<file path="config.mk">
export PLATFORM = sky130hd
export DESIGN_NAME = lsu_ctrl
export DESIGN_NICKNAME = d
export VERILOG_FILES = /design/src/rtl/lsu_ctrl_pkg.sv /design/src/rtl/lsu_ctrl_align.sv /design/src/rtl/lsu_ctrl.sv
export SDC_FILE = /design/constraint.sdc
export NUM_CORES = 1
export LEC_CHECK = 0
export CAP_MARGIN = 25
export CORE_ASPECT_RATIO = 0.6
export CORE_MARGIN = 4
export CORE_UTILIZATION = 50
export CTS_BUF_LIST = sky130_fd_sc_hd__clkbuf_4 sky130_fd_sc_hd__clkbuf_8
export CTS_CLUSTER_DIAMETER = 30
export DETAILED_ROUTE_END_ITERATION = 10
export GPL_TIMING_DRIVEN = 0
export PLACE_DENSITY = 0.88
export SLEW_MARGIN = 20
export SYNTH_ARGS = -nofsm -noshare
export SYNTH_HDL_FRONTEND = slang
export SYNTH_SLANG_ARGS = --single-unit
</file>
<file path="constraint.sdc">
create_clock -name clk_i -period 7.9 [get_ports clk_i]
set_clock_uncertainty 0.1 [all_clocks]
set_input_delay 1.975 -clock clk_i [delete_from_list [all_inputs] [get_ports clk_i]]
set_output_delay 1.975 -clock clk_i [all_outputs]
set_load 0.02 [all_outputs]
</file>
<file path="src/rtl/lsu_ctrl_pkg.sv">
// Shared types and decode helpers for the load/store unit.
// OPERATOR_t is the core's decoded-operator enum; the LSU only reacts to the memory operators.
package lsu_ctrl_pkg;

   localparam int XLEN      = 32;
   localparam int NUM_LANES = 4;
   localparam int LANE_W    = 8;

   typedef enum logic [4:0] {
      _ADD, _SUB, _AND, _OR, _XOR, _SLL, _SRL, _SRA, _SLT, _SLTU,
      _LB, _LH, _LW, _LBU, _LHU, _SB, _SH, _SW
   } OPERATOR_t;

   typedef enum logic [1:0] {S_IDLE, S_REQ, S_RESP, S_DONE} lsu_state_t;

   typedef struct packed {
      OPERATOR_t       op;
      logic [XLEN-1:0] addr;
      logic [XLEN-1:0] wdata;
   } lsu_req_t;

   function automatic logic is_load(input OPERATOR_t op);
      return op inside {_LB, _LH, _LW, _LBU, _LHU};
   endfunction

   function automatic logic is_store(input OPERATOR_t op);
      return op inside {_SB, _SH, _SW};
   endfunction

   function automatic logic is_mem_op(input OPERATOR_t op);
      return is_load(op) | is_store(op);
   endfunction

   // Byte accesses can never be misaligned.
   function automatic logic is_misaligned(input OPERATOR_t op, input logic [1:0] off);
      case (op)
         _LH, _LHU, _SH: return off[0];
         _LW, _SW:       return |off;
         default:        return 1'b0;
      endcase
   endfunction

endpackage

</file>
<file path="src/rtl/lsu_ctrl_align.sv">
// Byte-lane steering: store strobes/replication and load lane select with extension.
// Purely combinational; strobes are zero for non-store operators.
module lsu_align
   import lsu_ctrl_pkg::*;
(
   input  OPERATOR_t              op_i,
   input  logic [1:0]             off_i,
   input  logic [XLEN-1:0]        wdata_i,
   input  logic [XLEN-1:0]        rdata_i,
   output logic [NUM_LANES-1:0]   wstrb_o,
   output logic [XLEN-1:0]        wdata_o,
   output logic [XLEN-1:0]        rdata_o
);

   logic [NUM_LANES-1:0][LANE_W-1:0] wlane;
   logic [XLEN-1:0]                  shifted;

   for (genvar i = 0; i < NUM_LANES; i++) begin : g_lane
      localparam logic [1:0] LI = 2'(i);
      assign wlane[i]   = (op_i == _SB) ? wdata_i[LANE_W-1:0] :
                          (op_i == _SH) ? wdata_i[LANE_W*(i%2) +: LANE_W] :
                                          wdata_i[LANE_W*i +: LANE_W];
      assign wstrb_o[i] = (op_i == _SW) |
                          ((op_i == _SH) & (off_i[1] == LI[1])) |
                          ((op_i == _SB) & (off_i == LI));
   end

   assign wdata_o = wlane;
   assign shifted = rdata_i >> {off_i, 3'b000};

   always_comb begin
      rdata_o = rdata_i;
      case (op_i)
         _LB:     rdata_o = {{24{shifted[7]}}, shifted[7:0]};
         _LBU:    rdata_o = {24'd0, shifted[7:0]};
         _LH:     rdata_o = {{16{shifted[15]}}, shifted[15:0]};
         _LHU:    rdata_o = {16'd0, shifted[15:0]};
         default: rdata_o = rdata_i;
      endcase
   end

endmodule

</file>
<file path="src/rtl/lsu_ctrl.sv">
// Load/store unit at the EX->MEM boundary: drives a req/gnt/rvalid data port and
// stalls the core until the access retires. Non-memory ops pass straight through.
module lsu_ctrl
   import lsu_ctrl_pkg::*;
#(
   parameter int unsigned GNT_TIMEOUT = 0,
   parameter int unsigned CNT_W       = 8
) (
   input  logic                 clk_i,
   input  logic                 rst_i,
   input  logic                 valid_i,
   input  OPERATOR_t            op_i,
   input  logic [XLEN-1:0]      addr_i,
   input  logic [XLEN-1:0]      wdata_i,
   output logic                 stall_o,
   output logic                 done_o,
   output logic [XLEN-1:0]      rdata_o,
   output logic                 err_o,
   output logic                 mem_req_o,
   output logic                 mem_we_o,
   output logic [XLEN-1:0]      mem_addr_o,
   output logic [NUM_LANES-1:0] mem_wstrb_o,
   output logic [XLEN-1:0]      mem_wdata_o,
   input  logic                 mem_gnt_i,
   input  logic                 mem_rvalid_i,
   input  logic [XLEN-1:0]      mem_rdata_i
);

   localparam logic [CNT_W-1:0] TO_LIM = CNT_W'(GNT_TIMEOUT);

   lsu_state_t          state_q, state_d;
   lsu_req_t            req_q, req_d;
   logic [CNT_W-1:0]    cnt_q, cnt_d;
   logic                err_q, err_d;
   logic [XLEN-1:0]     rdata_q, rdata_d;

   logic                accept, misal_in, to_hit, st_q;
   logic [NUM_LANES-1:0] al_wstrb;
   logic [XLEN-1:0]     al_wdata, al_rdata;

   lsu_align u_align (
      .op_i    (req_q.op),
      .off_i   (req_q.addr[1:0]),
      .wdata_i (req_q.wdata),
      .rdata_i (mem_rdata_i),
      .wstrb_o (al_wstrb),
      .wdata_o (al_wdata),
      .rdata_o (al_rdata)
   );

   assign accept   = valid_i & is_mem_op(op_i);
   assign misal_in = is_misaligned(op_i, addr_i[1:0]);
   assign st_q     = is_store(req_q.op);
   // The gnt-wins-over-timeout priority falls out of checking gnt first in REQ.
   assign to_hit   = (GNT_TIMEOUT != 0) && (cnt_q == TO_LIM - 1'b1);

   always_ff @(posedge clk_i or posedge rst_i) begin
      if (rst_i) begin
         state_q <= S_IDLE;
         req_q   <= '0;
         cnt_q   <= '0;
         err_q   <= 1'b0;
         rdata_q <= '0;
      end else begin
         state_q <= state_d;
         req_q   <= req_d;
         cnt_q   <= cnt_d;
         err_q   <= err_d;
         rdata_q <= rdata_d;
      end
   end

   always_comb begin
      state_d   = state_q;
      req_d     = req_q;
      cnt_d     = cnt_q;
      err_d     = err_q;
      rdata_d   = rdata_q;
      stall_o   = 1'b0;
      done_o    = 1'b0;
      err_o     = 1'b0;
      mem_req_o = 1'b0;
      case (state_q)
         S_IDLE: begin
            if (accept) begin
               stall_o = 1'b1;
               req_d   = '{op: op_i, addr: addr_i, wdata: wdata_i};
               cnt_d   = '0;
               err_d   = misal_in;
               state_d = misal_in ? S_DONE : S_REQ;
            end
         end
         S_REQ: begin
            stall_o   = 1'b1;
            mem_req_o = 1'b1;
            if (mem_gnt_i) begin
               state_d = is_load(req_q.op) ? S_RESP : S_DONE;
            end else if (to_hit) begin
               err_d   = 1'b1;
               state_d = S_DONE;
            end else begin
               cnt_d = cnt_q + 1'b1;
            end
         end
         S_RESP: begin
            stall_o = 1'b1;
            if (mem_rvalid_i) begin
               rdata_d = al_rdata;
               state_d = S_DONE;
            end
         end
         S_DONE: begin
            // The retiring instruction is still on valid_i here; it must not re-launch.
            done_o  = 1'b1;
            err_o   = err_q;
            state_d = S_IDLE;
         end
         default: state_d = S_IDLE;
      endcase
   end

   assign rdata_o     = rdata_q;
   assign mem_we_o    = mem_req_o & st_q;
   assign mem_addr_o  = mem_req_o ? {req_q.addr[XLEN-1:2], 2'b00} : '0;
   assign mem_wstrb_o = (mem_req_o & st_q) ? al_wstrb : '0;
   assign mem_wdata_o = (mem_req_o & st_q) ? al_wdata : '0;

endmodule

</file>
# Yosys cells after proc, flatten, opt, wreduce, memory -nomap -nowiden
# Cells that the tools add are included.
classes:
  n_reduce_logical: 13
  bitwise: 16
  muxes: 21
  shifts: 1
  eq_ne: 25
op_table:
  columns: ["op", "count"]
  rows:
  - ["32-bit one-hot mux with 4 select lines", 1]
  - ["32-bit 2-to-1 mux", 2]
  - ["5-bit by 4-bit == test with 1-bit output, second input constant", 12]
  - ["8-bit 2-to-1 mux", 5]
  - ["32-bit by 5-bit >> shifter with 16-bit output", 1]
  - ["5-bit == test, second input constant", 4]
  - ["5-bit nonzero test", 2]
  - ["1-bit bitwise AND", 8]
  - ["2-bit == test, second input constant", 4]
  - ["2-bit 2-to-1 mux", 4]
  - ["2-bit one-hot mux with 4 select lines", 1]
  - ["1-bit OR", 7]
  - ["2-bit != test, second input constant", 3]
  - ["3-bit nonzero test", 2]
  - ["2-bit OR reduction", 3]
  - ["1-bit 2-to-1 mux", 5]
  - ["2-bit by 1-bit == test with 1-bit output, second input constant", 2]
  - ["2-bit logical NOT", 2]
  - ["4-bit 2-to-1 mux", 1]
  - ["1-bit one-hot mux with 2 select lines", 2]
  - ["2-bit AND reduction", 2]
  - ["3-bit AND reduction", 1]
  - ["3-bit OR reduction", 1]
  - ["1-bit NOT", 1]
totals:
  ff_bits: 104
  out_inout_bits: 105
  input_bits: 106

# Longest topological paths before layout
# Gate-level depths: netlist of the first run.
logic_depth:
  ltp_word: 6
  ltp_mapped: 8

# Cells and area by module
# From an unflattened synthesis of the first run, not the netlist that was laid out.
unflattened:
  cells_unflattened: 556
  area_unflattened_um2: 6296.0
modules_own_cells:
  columns: ["mod", "instances", "area_each_um2", "cells_each"]
  rows:
  - ["lsu_ctrl", 1, 4926.0, 338]
  - ["lsu_align", 1, 1370.1, 218]

# Worst setup path after synthesis of the first run
# No wires, ideal clock.
synth_timing:
  kind: "in2out"
  start: "input port op_i[1]"
  end: "output port stall_o"
  stages: 7
  t_required_ns: 5.825
  arrival_time_ns: 3.421
  setup_slack_ns: 2.404
  path_cell_list: "or4b_1 o21ai_1 and3_2 buf_12 buf_8 nor2_1 nor2_1"
synth_between:
  elab_chain_cells: 6
synth_lines:
  columns: ["element", "line", "rtl"]
  rows:
  - ["from (decl)", "lsu_ctrl.sv:12", "input OPERATOR_t op_i,"]
  - ["5-bit by 4-bit == test with 1-bit output, or another cell as far along", "lsu_ctrl_pkg.sv:23", "return op inside {_LB, _LH, _LW, _LBU, _LHU};"]
  - ["5-bit nonzero test or 3-bit nonzero test (tied branches)", "lsu_ctrl_pkg.sv:23, lsu_ctrl_pkg.sv:27", null]
  - ["1-bit OR *", "lsu_ctrl_pkg.sv:31", "return is_load(op) | is_store(op);"]
  - ["1-bit bitwise AND *", "lsu_ctrl.sv:51", "assign accept = valid_i & is_mem_op(op_i);"]
  - ["1-bit 2-to-1 mux *", "lsu_ctrl.sv:85", "if (accept) begin"]
  - ["1-bit one-hot mux with 2 select lines *", "lsu_ctrl.sv:83", "case (state_q)"]
  - ["to (decl)", "lsu_ctrl.sv:15", "output logic stall_o,"]
# Every way passes the cells marked *; elsewhere a longest branch is shown, timed or not.

# Worst setup path after layout of the first run
layout_timing:
  start: "input port op_i[2]"
  end: "output port stall_o"
# The elaborated chain is that of the path after synthesis.

==> results of run 1 <==
routing by layer:
metal | wire (um) | track usage [%] | vias up
met3 | 1972 | 8.543 | 26
met5 | 0 | 0 | -
met1 | 8372 | 40.11 | 2534
li1 | - | - | 2319
met2 | 8227 | 41.78 | 282
met4 | 249 | 4.919 | 0
metrics by stage:
stage	cells	hold WS, ns
detailed placement	910	0.3714
CTS	926	0.3955
finish	926	0.3888
floorplan	541	0.3489
global placement	909	0.3591
global route	926	0.4203
synthesized netlist by cell type (2+ instances only):
cell type,count
sky130_fd_sc_hd__a21oi_1,42
sky130_fd_sc_hd__and2_1,41
sky130_fd_sc_hd__buf_12,7
sky130_fd_sc_hd__buf_2,4
sky130_fd_sc_hd__buf_4,4
sky130_fd_sc_hd__buf_6,2
sky130_fd_sc_hd__clkbuf_1,20
sky130_fd_sc_hd__dfrtp_1,104
sky130_fd_sc_hd__ha_1,5
sky130_fd_sc_hd__inv_1,10
sky130_fd_sc_hd__mux2_1,5
sky130_fd_sc_hd__mux2_2,11
sky130_fd_sc_hd__mux2_4,60
sky130_fd_sc_hd__mux2i_1,18
sky130_fd_sc_hd__nand2_1,72
sky130_fd_sc_hd__nand3_1,23
sky130_fd_sc_hd__nand3_2,10
sky130_fd_sc_hd__nand3b_1,3
sky130_fd_sc_hd__nor2_1,26
sky130_fd_sc_hd__nor2b_1,2
sky130_fd_sc_hd__nor3_1,2
sky130_fd_sc_hd__o21a_1,2
sky130_fd_sc_hd__o21ai_0,17
sky130_fd_sc_hd__o21ai_1,3
sky130_fd_sc_hd__o21bai_1,6
sky130_fd_sc_hd__o221a_2,7
sky130_fd_sc_hd__o22ai_1,11
sky130_fd_sc_hd__or2_2,3
worst min-delay path by stage:
| stage | start | end | slack, ns | depth (start not counted) |
|---|---|---|---|---|
| after floorplan | req_q[50] | req_q[50] | 0.35 | 1 |
| after global placement | req_q[50] | req_q[50] | 0.36 | 1 |
| after detailed placement | rdata_o[7] | rdata_o[7] | 0.37 | 2 |
| after CTS | rdata_o[7] | rdata_o[7] | 0.40 | 2 |
| after global routing | req_q[53] | req_q[53] | 0.42 | 1 |
| final | req_q[53] | req_q[53] | 0.39 | 1 |
layout by cell type (no fill, tap or decap), drive strengths merged, types with 3 or more instances in the layout:
cell and instances:
mux2i 18, buf 19, nor2 26, o22ai 11, clkbuf 30, o221a 7
clkdlybuf4s50 208, a21oi 42, inv 12, nand3b 3, o21bai 6, nand3 33
ha 5, dfrtp 104, nand2 72, o21ai 21, mux2 76, or2 3
and2 41
sequential cells by signal, summed over array words and instances, names as in the netlist:
register and count:
err_q 1, rdata_o 32, req_q 69, state_q 2
logic make-up after synthesis:
family / synth area share, %
AOI/OAI and AO/OA: 10.07
xor gates and xnor gates: 0.1493
adders and majority gates: 1.067
buffers and inverters: 5.802
DFF: 44.37
muxes: 21.89
other: 0.06393
and+or+nand+nor: 16.60
power by group:
part	switching (mW)	internal [mW]
Clock	0.195	0.119
Sequential	0.165	0.780
Combinational	0.748	0.771
Total	1.11	1.67
worst max-delay path: stages:
cell                              delay (ns)
sky130_fd_sc_hd__clkdlybuf4s50_1        0.52
sky130_fd_sc_hd__or4b_1                 0.57
sky130_fd_sc_hd__o21ai_1                0.15
sky130_fd_sc_hd__and3_2                 0.25
sky130_fd_sc_hd__buf_12                 0.17
sky130_fd_sc_hd__buf_8                  0.15
sky130_fd_sc_hd__nor2_1                 0.05
sky130_fd_sc_hd__nor2_1                 0.08
sky130_fd_sc_hd__clkdlybuf4s50_1        0.61
cell type report:
cell class                      count  area share [%]
Clock inverter                      6          0.5090
Buffer                             38           3.623
Multi-Input combinational cell    389           35.01
Clock buffer                       10           1.572
Tap cell                          160           2.395
Sequential cell                   104           31.14
Timing Repair Buffer              209           25.24
Inverter                           10          0.5090
==> impl.org, run 1 <==
** Route
- The first TritonRoute pass finished after 6 iterations.
- Detail-routed via count per cell :: 5.573
- Total number of vias :: 5161
- Count of routing violations after the opening detailed-route iteration :: 313
- DRC violations left :: 0
- Wires add up to 18820 um.
- Antenna-violating nets left :: 0
- After detailed routing, the average wire length per cell comes to just over 20 um.

** Placed design
- In this run the tool buffered the top-level ports with 208 buffer cells.
- Post-placement cell area :: 8184 um2
- Detailed Place HPWL :: between 10000 and 15000 um
- Final weighted congestion in routability-driven placement :: between 0.9 and 1
- Prior to clock tree synthesis, the placed netlist has a worst setup slack of 1.350 ns.

** Yosys
- YS warnings :: 0
- Gate count after technology mapping :: 540
- In the post-synthesis netlist, the biggest area contributors are sky130_fd_sc_hd__dfrtp_1 (44%), sky130_fd_sc_hd__mux2_4 (15%), sky130_fd_sc_hd__nand2_1 (4.6%).
- Of all flip-flops after synthesis, the portion carrying an async set or reset was 100.0%.
- The share of synthesized area in the top cell type comes to 44.37%.
- Number of flops mapped to enable cells by yosys :: 0
- Summing the sequential cell areas from Yosys gives 44.37% of the chip area.
- In the synthesized netlist the dominant register cell turns out to be sky130_fd_sc_hd__dfrtp_1.
- Most area-hungry cell type in the Yosys netlist :: sky130_fd_sc_hd__dfrtp_1
- The netlist uses 48 different library cells.
- Synthesis-stage register bit count :: 104
- Synthesized area per cell :: approximately 11 um2
- Cell area after technology mapping :: 5866 um2

** Clock tree
- Buffers inserted to repair hold after CTS numbered 0.
- Root Buffer :: sky130_fd_sc_hd__clkbuf_8
- Clock transition at the registers of the reported paths :: 0.10 ns
- Buffers inserted by post-CTS timing repair :: 0
- TritonCTS built the clock tree.
- Clock network latency to the later pin of the worst-skew pair :: 0.39 ns
- CTS H-Tree Depth :: 3
- Number of buffers created by CTS :: 9
- Number of sinks on the clock net :: roughly 100
- Number of gates given a new drive strength after cts :: 0
- The clock passes through at most 2 buffers.

** Global route
- Antenna violations before repair :: 0
- Entering global routing, the biggest net connects 57 pins.
- Vias in the first global route :: around 5400
- The first global-routing pass estimated 29610 um of wire.
- In the global route stage, overall resource usage came out at 27.74%.
- Summed over all layers, the global routing overflow is 0.

** Power and ir drop
- The worst-case IR drop observed on VDD is 0.0001818 V.
- Power per unit of standard cell area :: between 300 and 400 nW/um2
- Overall power consumption after layout is estimated at 2.779 mW.
- Summed over all cells, the static leakage comes to 3.593 nW.

** Worst setup path
- Minimum setup slack among reg-to-reg paths :: 5.70 ns
- Cells on worst reg2reg path :: 6
- Along the worst path, the maximum fanout reaches 10.
- STA classifies the critical path startpoint as an input pin.
- In this run the critical register-to-register path is launched from state_q[0].
- Following the worst setup path forward leads to its endpoint at stall_o.
- The worst setup path is captured at an output port.
- The critical path starts at op_i[2].
- Arrival @ worst endpoint :: between 4 and 5 ns
- Critical path data required time :: 5.83 ns
- End of the worst register-to-register path :: rdata_o[14]
- Type of the worst setup path :: in2out

** STA
- Fin. Hold Viols :: 0
- The number of pins exceeding their max-slew limit in the final report is 0.
- Max-slew headroom at the worst pin :: 59.73%
- Final setup slack of the worst path :: 1.310 ns
- For the pin with the worst max-slew slack, the measured transition is between 0.6 and 0.7 ns.
- Subtracting the final worst setup slack from the clock period gives 6.590 ns.
- Setup-failing EPs final :: 0
- Final sum of negative setup slack :: 0 ns
- RSZ-0062 raised after global routing :: false
- Final worst path period share :: between 80% and 90%
- Timing would allow up to 0.1517 GHz.

** Floorplanning
- The floorplan step set the die width to approximately 150 um.
- Core Rows :: 30
- Floorplan die area :: 13580 um2
- The initial utilization of the core area, before any placement, comes to roughly 52%.
- Placeable core area :: between 10000 and 15000 um2
- Measured along the y axis, the die boundary spans 91.90 um.
- During I/O placement, the number of pins put on the boundary was 211.

** Layout
- Number of nets in the final layout :: roughly 870
- Antenna cell count :: 0
- Fill count :: slightly above 800
- Compared with the post-synthesis result, the final layout area differs by 42.49%.
- Layout Cell Area excl Fill :: approximately 8400 um2
- End-of-flow core utilization :: about three quarters
- Sequential standard cell area :: around 2600 um2
- Fraction of final layout cells with drive strength greater than 1 :: 17.23%
- Summing all multi-input logic gate instances after layout gives slightly below 3000 um2.

** Run status
- Outcome :: completed

** Worst hold path
- The min-delay analysis places its worst path in the category reg2reg.

** Flow run
- Count of maximum capacitance violations :: 0
Power figures use the tool's default switching activity.
==> inputs of run 2 (changes only) <==
Settings changed: CORE_UTILIZATION 50 to 42, PLACE_DENSITY 0.88 to 0.79.
Clock period 7.9 ns to 6 ns, I/O delays scaled along.
==> impl.org, run 2 (synthesis gave the netlist of run 1 again) <==
** Floorplanning
- Placeable core area :: 13670 um2
- From bottom edge to top edge, the die measures 99.54 um.
- Top-level I/O count :: 211
- In this run the horizontal extent of the chip is 160.6 um.
- In this run the core area contains 33 standard-cell rows.
- Floorplan die area :: 15980 um2
- Initial core utilization :: approximately 43%

** Clock tree
- Post-CTS timing repair inserted 0 buffers for setup.
- Number of buffers created by CTS :: 9
- Root Buffer :: sky130_fd_sc_hd__clkbuf_8
- CTS saw about 100 sinks.
- The longest clock path from root to sink contains 2 buffers.
- Hold-fix buffer count after cts :: 0
- The H-tree was split into 3 levels.
- TritonCTS built the clock tree.
- Number of gates given a new drive strength after cts :: 0
- Clock transition at the registers of the reported paths :: approximately 0.1 ns
- Clock network latency to the later pin of the worst-skew pair :: 0.38 ns

** STA
- Measured against its own limit, the worst slew margin works out to 57.60%.
- Dividing the final minimum period by the clock period gives 93.41%.
- RSZ-0062 raised after global routing :: false
- Fin. Hold Viols :: 0
- The smallest clock period supported by the final layout is computed as 5.605 ns.
- Final sum of negative setup slack :: 0 ns
- Peak Freq :: about 0.18 GHz
- The number of pins exceeding their max-slew limit in the final report is 0.
- Setup-failing EPs final :: 0
- Transition at the pin with the smallest max-transition slack :: 0.6361 ns
- Across all hold checks on the routed design, the worst slack comes to 0.3835 ns.

** Route
- DRC violations left :: 0
- The detail route stage leaves a number of antenna-violating nets equal to 0.
- In the routed layout, each cell is associated on average with a via count of between 5 and 6.
- Total number of vias :: around 5000
- The first detailed-routing pass took 6 iterations.
- In the final routed layout, each cell accounts on average for slightly below 20 um.
- Count of routing violations after the opening detailed-route iteration :: 388
- After detailed routing, the total wire length is around 19000 um.

** Layout
- From synthesis to final layout, the design area changed by 44.03%.
- Cells with a size suffix above 1 make up 17.23% of the layout.
- Counting flops per register, the top entry is req_q.
- Most common cell after layout, fill and taps aside :: sky130_fd_sc_hd__clkdlybuf4s50_1
- Count of placed standard cells in the final layout, fillers left out :: ~960
- Number of nets in the final layout :: 872
- Largest register FFs :: 69
- Fill count :: 1074
- 0 antenna diodes ended up in the layout.
- Most used cells in the layout excluding fill and tap cells :: sky130_fd_sc_hd__clkdlybuf4s50_1 (208), sky130_fd_sc_hd__dfrtp_1 (104), sky130_fd_sc_hd__nand2_1 (72), sky130_fd_sc_hd__mux2_4 (60), sky130_fd_sc_hd__a21oi_1 (42)

** Worst hold path
- Type of the worst min-delay path :: reg2reg
- In this run the most critical hold path is launched from req_q[53].

** Worst setup path
- For the worst setup path, the data arrival time is 4.00 ns.
- Cells on worst reg2reg path :: 6
- End of the worst register-to-register path :: rdata_o[2]
- Termination of the worst setup path :: stall_o
- Launch point of the critical path :: op_i[1]
- The startpoint identified for the worst register-to-register timing path is req_q[66].
- Setup slack on the worst reg-to-reg path comes out at about 3.8 ns.
- STA classifies the critical path endpoint as an output port.
- The worst setup path is launched from an input pin.
- Type of the worst setup path :: in2out
- In this run the worst path has a maximum fanout of 10.
- Critical path data required time :: 4.40 ns

** Global route
- Largest net degree at the start of global routing :: just over 70
- The number of antenna violations at the first check in global routing was 0.
- Aggregate global-route resource usage :: 23.48%
- The total overflow left after global routing is 0.
- The via count of the first global-routing pass came to 5312.
- The first global-routing pass estimated 29750 um of wire.

** Power and ir drop
- Leakage :: between 3 and 4 nW
- For this design the ratio of total power to cell area is 443.2 nW/um2.
- VDD sags by at most 0.0002583 V.

** Placed design
- Detailed Place HPWL :: ~15000 um
- The count of buffers added on input and output ports is 208.
- The number of placed instances, taps included, is roughly 940.
- Final weighted congestion in routability-driven placement :: between 0.9 and 1

** Flow run
- Across the run, the number of max-cap violations was 0.

** Run status
- Outcome :: completed
run 2: changes by cell type in the layout (fill, tap and decap cells not counted), sizes merged:
cell	delta
clkinvlp	-2
clkbuf	-1
bufinv	+2
inv	+1
run 2: stage by stage:
stage / setup slack [ns] / power [mW] / cell area [um2] / util, %
floorplan: 1.454 / 2.437 / 5869 / -
detailed placement: 0.4016 / 3.233 / 8224 / 60.18
global route: 0.2628 / 3.975 / 8448 / 61.81
finish: 0.3955 / 3.744 / 8448 / 61.81
global placement: 0.1284 / 3.162 / 8192 / 59.94
CTS: 0.4023 / 3.760 / 8448 / 61.81
run 2: worst min path at each step:
stage | slack (ns) | to | cells after the start
finish | 0.38 | req_q[53] | 1
global route | 0.42 | rdata_o[6] | 2
CTS | 0.39 | req_q[53] | 1
detailed placement | 0.37 | req_q[53] | 1
global placement | 0.37 | req_q[53] | 1
floorplan | 0.35 | req_q[50] | 1
run 2: area by class of cell:
type                            count  area, um2  share of cell area, %
Buffer                             38      302.8                  3.584
Clock buffer                        9      123.9                  1.466
Clock inverter                      7      100.1                  1.185
Inverter                           10      42.54                 0.5036
Multi-Input combinational cell    389       2927                  34.64
Sequential cell                   104       2603                  30.81
Tap cell                          192      240.2                  2.844
Timing Repair Buffer              209       2110                  24.97
run 2: layer usage:
layer,wire length (um),global-route usage [%],up-vias
met3,1678,6.998,31
met4,359,6.411,0
met5,0,0,-
li1,-,-,2318
met2,7854,33.29,266
met1,8783,34.81,2426
run 2: critical path, cell delays in order:
cell and delay (ns):
sky130_fd_sc_hd__clkdlybuf4s50_1 0.49, sky130_fd_sc_hd__or4b_1 0.57, sky130_fd_sc_hd__o21ai_1 0.13, sky130_fd_sc_hd__and3_2 0.23, sky130_fd_sc_hd__buf_12 0.17, sky130_fd_sc_hd__buf_8 0.15, sky130_fd_sc_hd__nor2_1 0.04, sky130_fd_sc_hd__nor2_1 0.10
sky130_fd_sc_hd__clkdlybuf4s50_1 0.62
run 2: where the power goes:
group | internal [mW] | switching, mW | leakage (nW)
logic | 1.02 | 0.981 | 2.22
clock network | 0.240 | 0.267 | 0.115
registers | 1.03 | 0.214 | 1.28
==> inputs of run 3 (changes only) <==
Settings changed: CAP_MARGIN 25 to 30, CORE_UTILIZATION 42 to 41, CTS_BUF_LIST sky130_fd_sc_hd__clkbuf_4 sky130_fd_sc_hd__clkbuf_8 to sky130_fd_sc_hd__clkbuf_16, PLACE_DENSITY 0.79 to 0.77.
==> impl.org, run 3 (synthesis gave the netlist of run 1 again) <==
** Run status
- Outcome :: completed

** Clock tree
- CTS H-Tree Depth :: 3
- Hold-fix buffer count after cts :: 0
- Number of gates given a new drive strength after cts :: 0
- Clock network latency to the later pin of the worst-skew pair :: about 0.34 ns
- Largest buffer count on any clock path :: 2
- The root buffer cell chosen for the clock tree is sky130_fd_sc_hd__clkbuf_16.
- Clock transition at the registers of the reported paths :: 0.07 ns
- Number of sinks on the clock net :: 104
- CTS tree :: yes
- Number of buffers created by CTS :: 9
- Buffers inserted by post-CTS timing repair :: 0

** STA
- Final worst path period share :: about 93%
- Setup repair after global routing left no endpoint under its margin.
- Number of pins exceeding their max-slew limit in the final report :: 0
- The number of hold-slack violations in the final timing report was 0.
- Final critical path time including I/O delays and setup :: 5.599 ns
- Headroom to the max-slew limit came out at 55.20%.
- Setup violations remaining at the end of the flow were counted as 0.
- Peak Freq :: approximately 0.18 GHz
- Transition at the pin with the smallest max-transition slack :: about 0.67 ns
- Final sum of negative setup slack :: 0 ns

** Global route
- The number of antenna violations at the first check in global routing was 0.
- Across every metal layer, demand over resource in global routing totals 22.24%.
- Entering global routing, the biggest net connects between 50 and 60 pins.
- For this run the aggregate overflow at the end of global routing stands at 0.
- Wire length of the first global-routing pass :: 28570 um
- The via count of the first global-routing pass was 5120.

** Floorplanning
- The die is 162.4 um wide.
- Floorplan die area :: 16350 um2
- Top-level I/O count :: 211
- The floorplan step set the die height to around 100 um.
- Core Rows :: 33
- Placeable core area :: 13830 um2
- Initial core utilization :: 42.41%

** Route
- In the routed design, unresolved DRC markers number 0.
- The routed design has roughly 19000 um of wire.
- Total number of vias :: about 5000
- Number of iterations in the first detailed-routing pass :: 5
- Antenna-violating nets left :: 0
- Detail-routed via count per cell :: 5.261
- In this run, the number of DRC markers left after iteration 0 of detailed routing was 293.
- After detailed routing, the average wire length per cell comes to slightly below 20 um.

** Worst setup path
- Category of the worst setup path capture point :: output port
- Startpoint kind of the worst setup timing path :: input pin
- The setup path with the least slack is of type in2out.
- Maximum fanout along the worst path :: 10
- For the worst setup path, the data required time is 4.40 ns.
- Arrival @ worst endpoint :: 4.00 ns

** Placed design
- In this run the tool buffered the top-level ports with 208 buffer cells.
- Final weighted congestion in routability-driven placement :: 0.9401
- The wire-length estimate of the detail-placed layout is roughly 15000 um.

** Layout
- The register with the most flip-flops in the layout has 69 of them.
- Number of nets in the final layout :: 872
- The library cell used most frequently in the layout, excluding fill and tap cells, is sky130_fd_sc_hd__clkdlybuf4s50_1.
- Leaving out fill and tap cells, the most frequent cells in the layout are sky130_fd_sc_hd__clkdlybuf4s50_1 (208), sky130_fd_sc_hd__dfrtp_1 (104), sky130_fd_sc_hd__nand2_1 (72), sky130_fd_sc_hd__mux2_4 (60), sky130_fd_sc_hd__a21oi_1 (42).
- Largest register by flop count :: req_q
- 0 antenna diodes ended up in the layout.
- The layout has 1139 filler cells.
- Synthesis-to-finish area growth :: 44.84%
- The post-route netlist has roughly 17% of its cells at a drive strength greater than 1.

** Power and ir drop
- Power per unit of standard cell area :: 446.9 nW/um2
- Overall power of the completed layout :: 3.797 mW
- Leakage :: ~3.6 nW
- Largest voltage drop on the vdd net :: 0.0002198 V

** Worst hold path
- In this run the worst hold path is classified as reg2reg.

** Flow run
- Across the run, the number of max-cap violations was 0.
-- run 3: cell types whose count changed in the layout (fill, tap and decap cells not counted), sizes merged --
cell | before | now
clkinv | 2 | 3
clkinvlp | 0 | 1
bufinv | 2 | 0
-- run 3: layout make-up --
cell class | count | area [um2] | area share (%)
inverter | 10 | 42.54 | 0.5007
multi-input combinational | 389 | 2927 | 34.45
timing repair buffer | 209 | 2110 | 24.83
clock buffer | 9 | 225.2 | 2.651
sequential | 104 | 2603 | 30.63
buffer | 38 | 302.8 | 3.564
clock inverter | 7 | 46.29 | 0.5449
tap | 192 | 240.2 | 2.828
-- run 3: stage by stage --
stage | hold slack (ns) | std cells | setup WS (ns) | area, um2 | util, %
after detailed placement | 0.3687 | 942 | 0.4075 | 8224 | 59.46
after global routing | 0.4090 | 958 | 0.2589 | 8496 | 61.42
after floorplan | 0.3489 | 541 | 1.454 | 5869 | -
final | 0.3828 | 958 | 0.4012 | 8496 | 61.42
after CTS | 0.3850 | 958 | 0.3991 | 8496 | 61.42
after global placement | 0.3604 | 941 | 0.06619 | 8192 | 59.22
-- run 3: final timing paths --
check / slack (ns) / cells past startpoint / endpoint / startpoint
setup / recovery: 0.40 / 9 / stall_o / op_i[2]
max in group asynchronous: 3.68 / 3 / rdata_o[23] / rst_i
setup reg to reg: 3.87 / 7 / state_q[0] / state_q[1]
hold / removal: 0.38 / 1 / req_q[51] / req_q[51]
hold reg to reg: 0.38 / 1 / req_q[51] / req_q[51]
min in group asynchronous: 1.46 / 2 / req_q[57] / rst_i
-- run 3: critical path, stage by stage --
cell and delay, ns:
sky130_fd_sc_hd__clkdlybuf4s50_1 0.51, sky130_fd_sc_hd__or4b_1 0.56, sky130_fd_sc_hd__o21ai_1 0.12, sky130_fd_sc_hd__and3_2 0.23
sky130_fd_sc_hd__buf_12 0.17, sky130_fd_sc_hd__buf_8 0.15, sky130_fd_sc_hd__nor2_1 0.05, sky130_fd_sc_hd__nor2_1 0.08
sky130_fd_sc_hd__clkdlybuf4s50_1 0.61
-- run 3: where the power goes --
group          leakage (nW)  internal, mW  switching (mW)
clock network         0.135         0.282           0.276
registers              1.28          1.03           0.217
logic                  2.22          1.01           0.979
-- run 3: routing by layer --
layer	share of wire [%]	track usage, %
met3	7.6	6.212
met2	43	32.87
met4	0.85	3.964
met5	0	0
met1	49	33.00
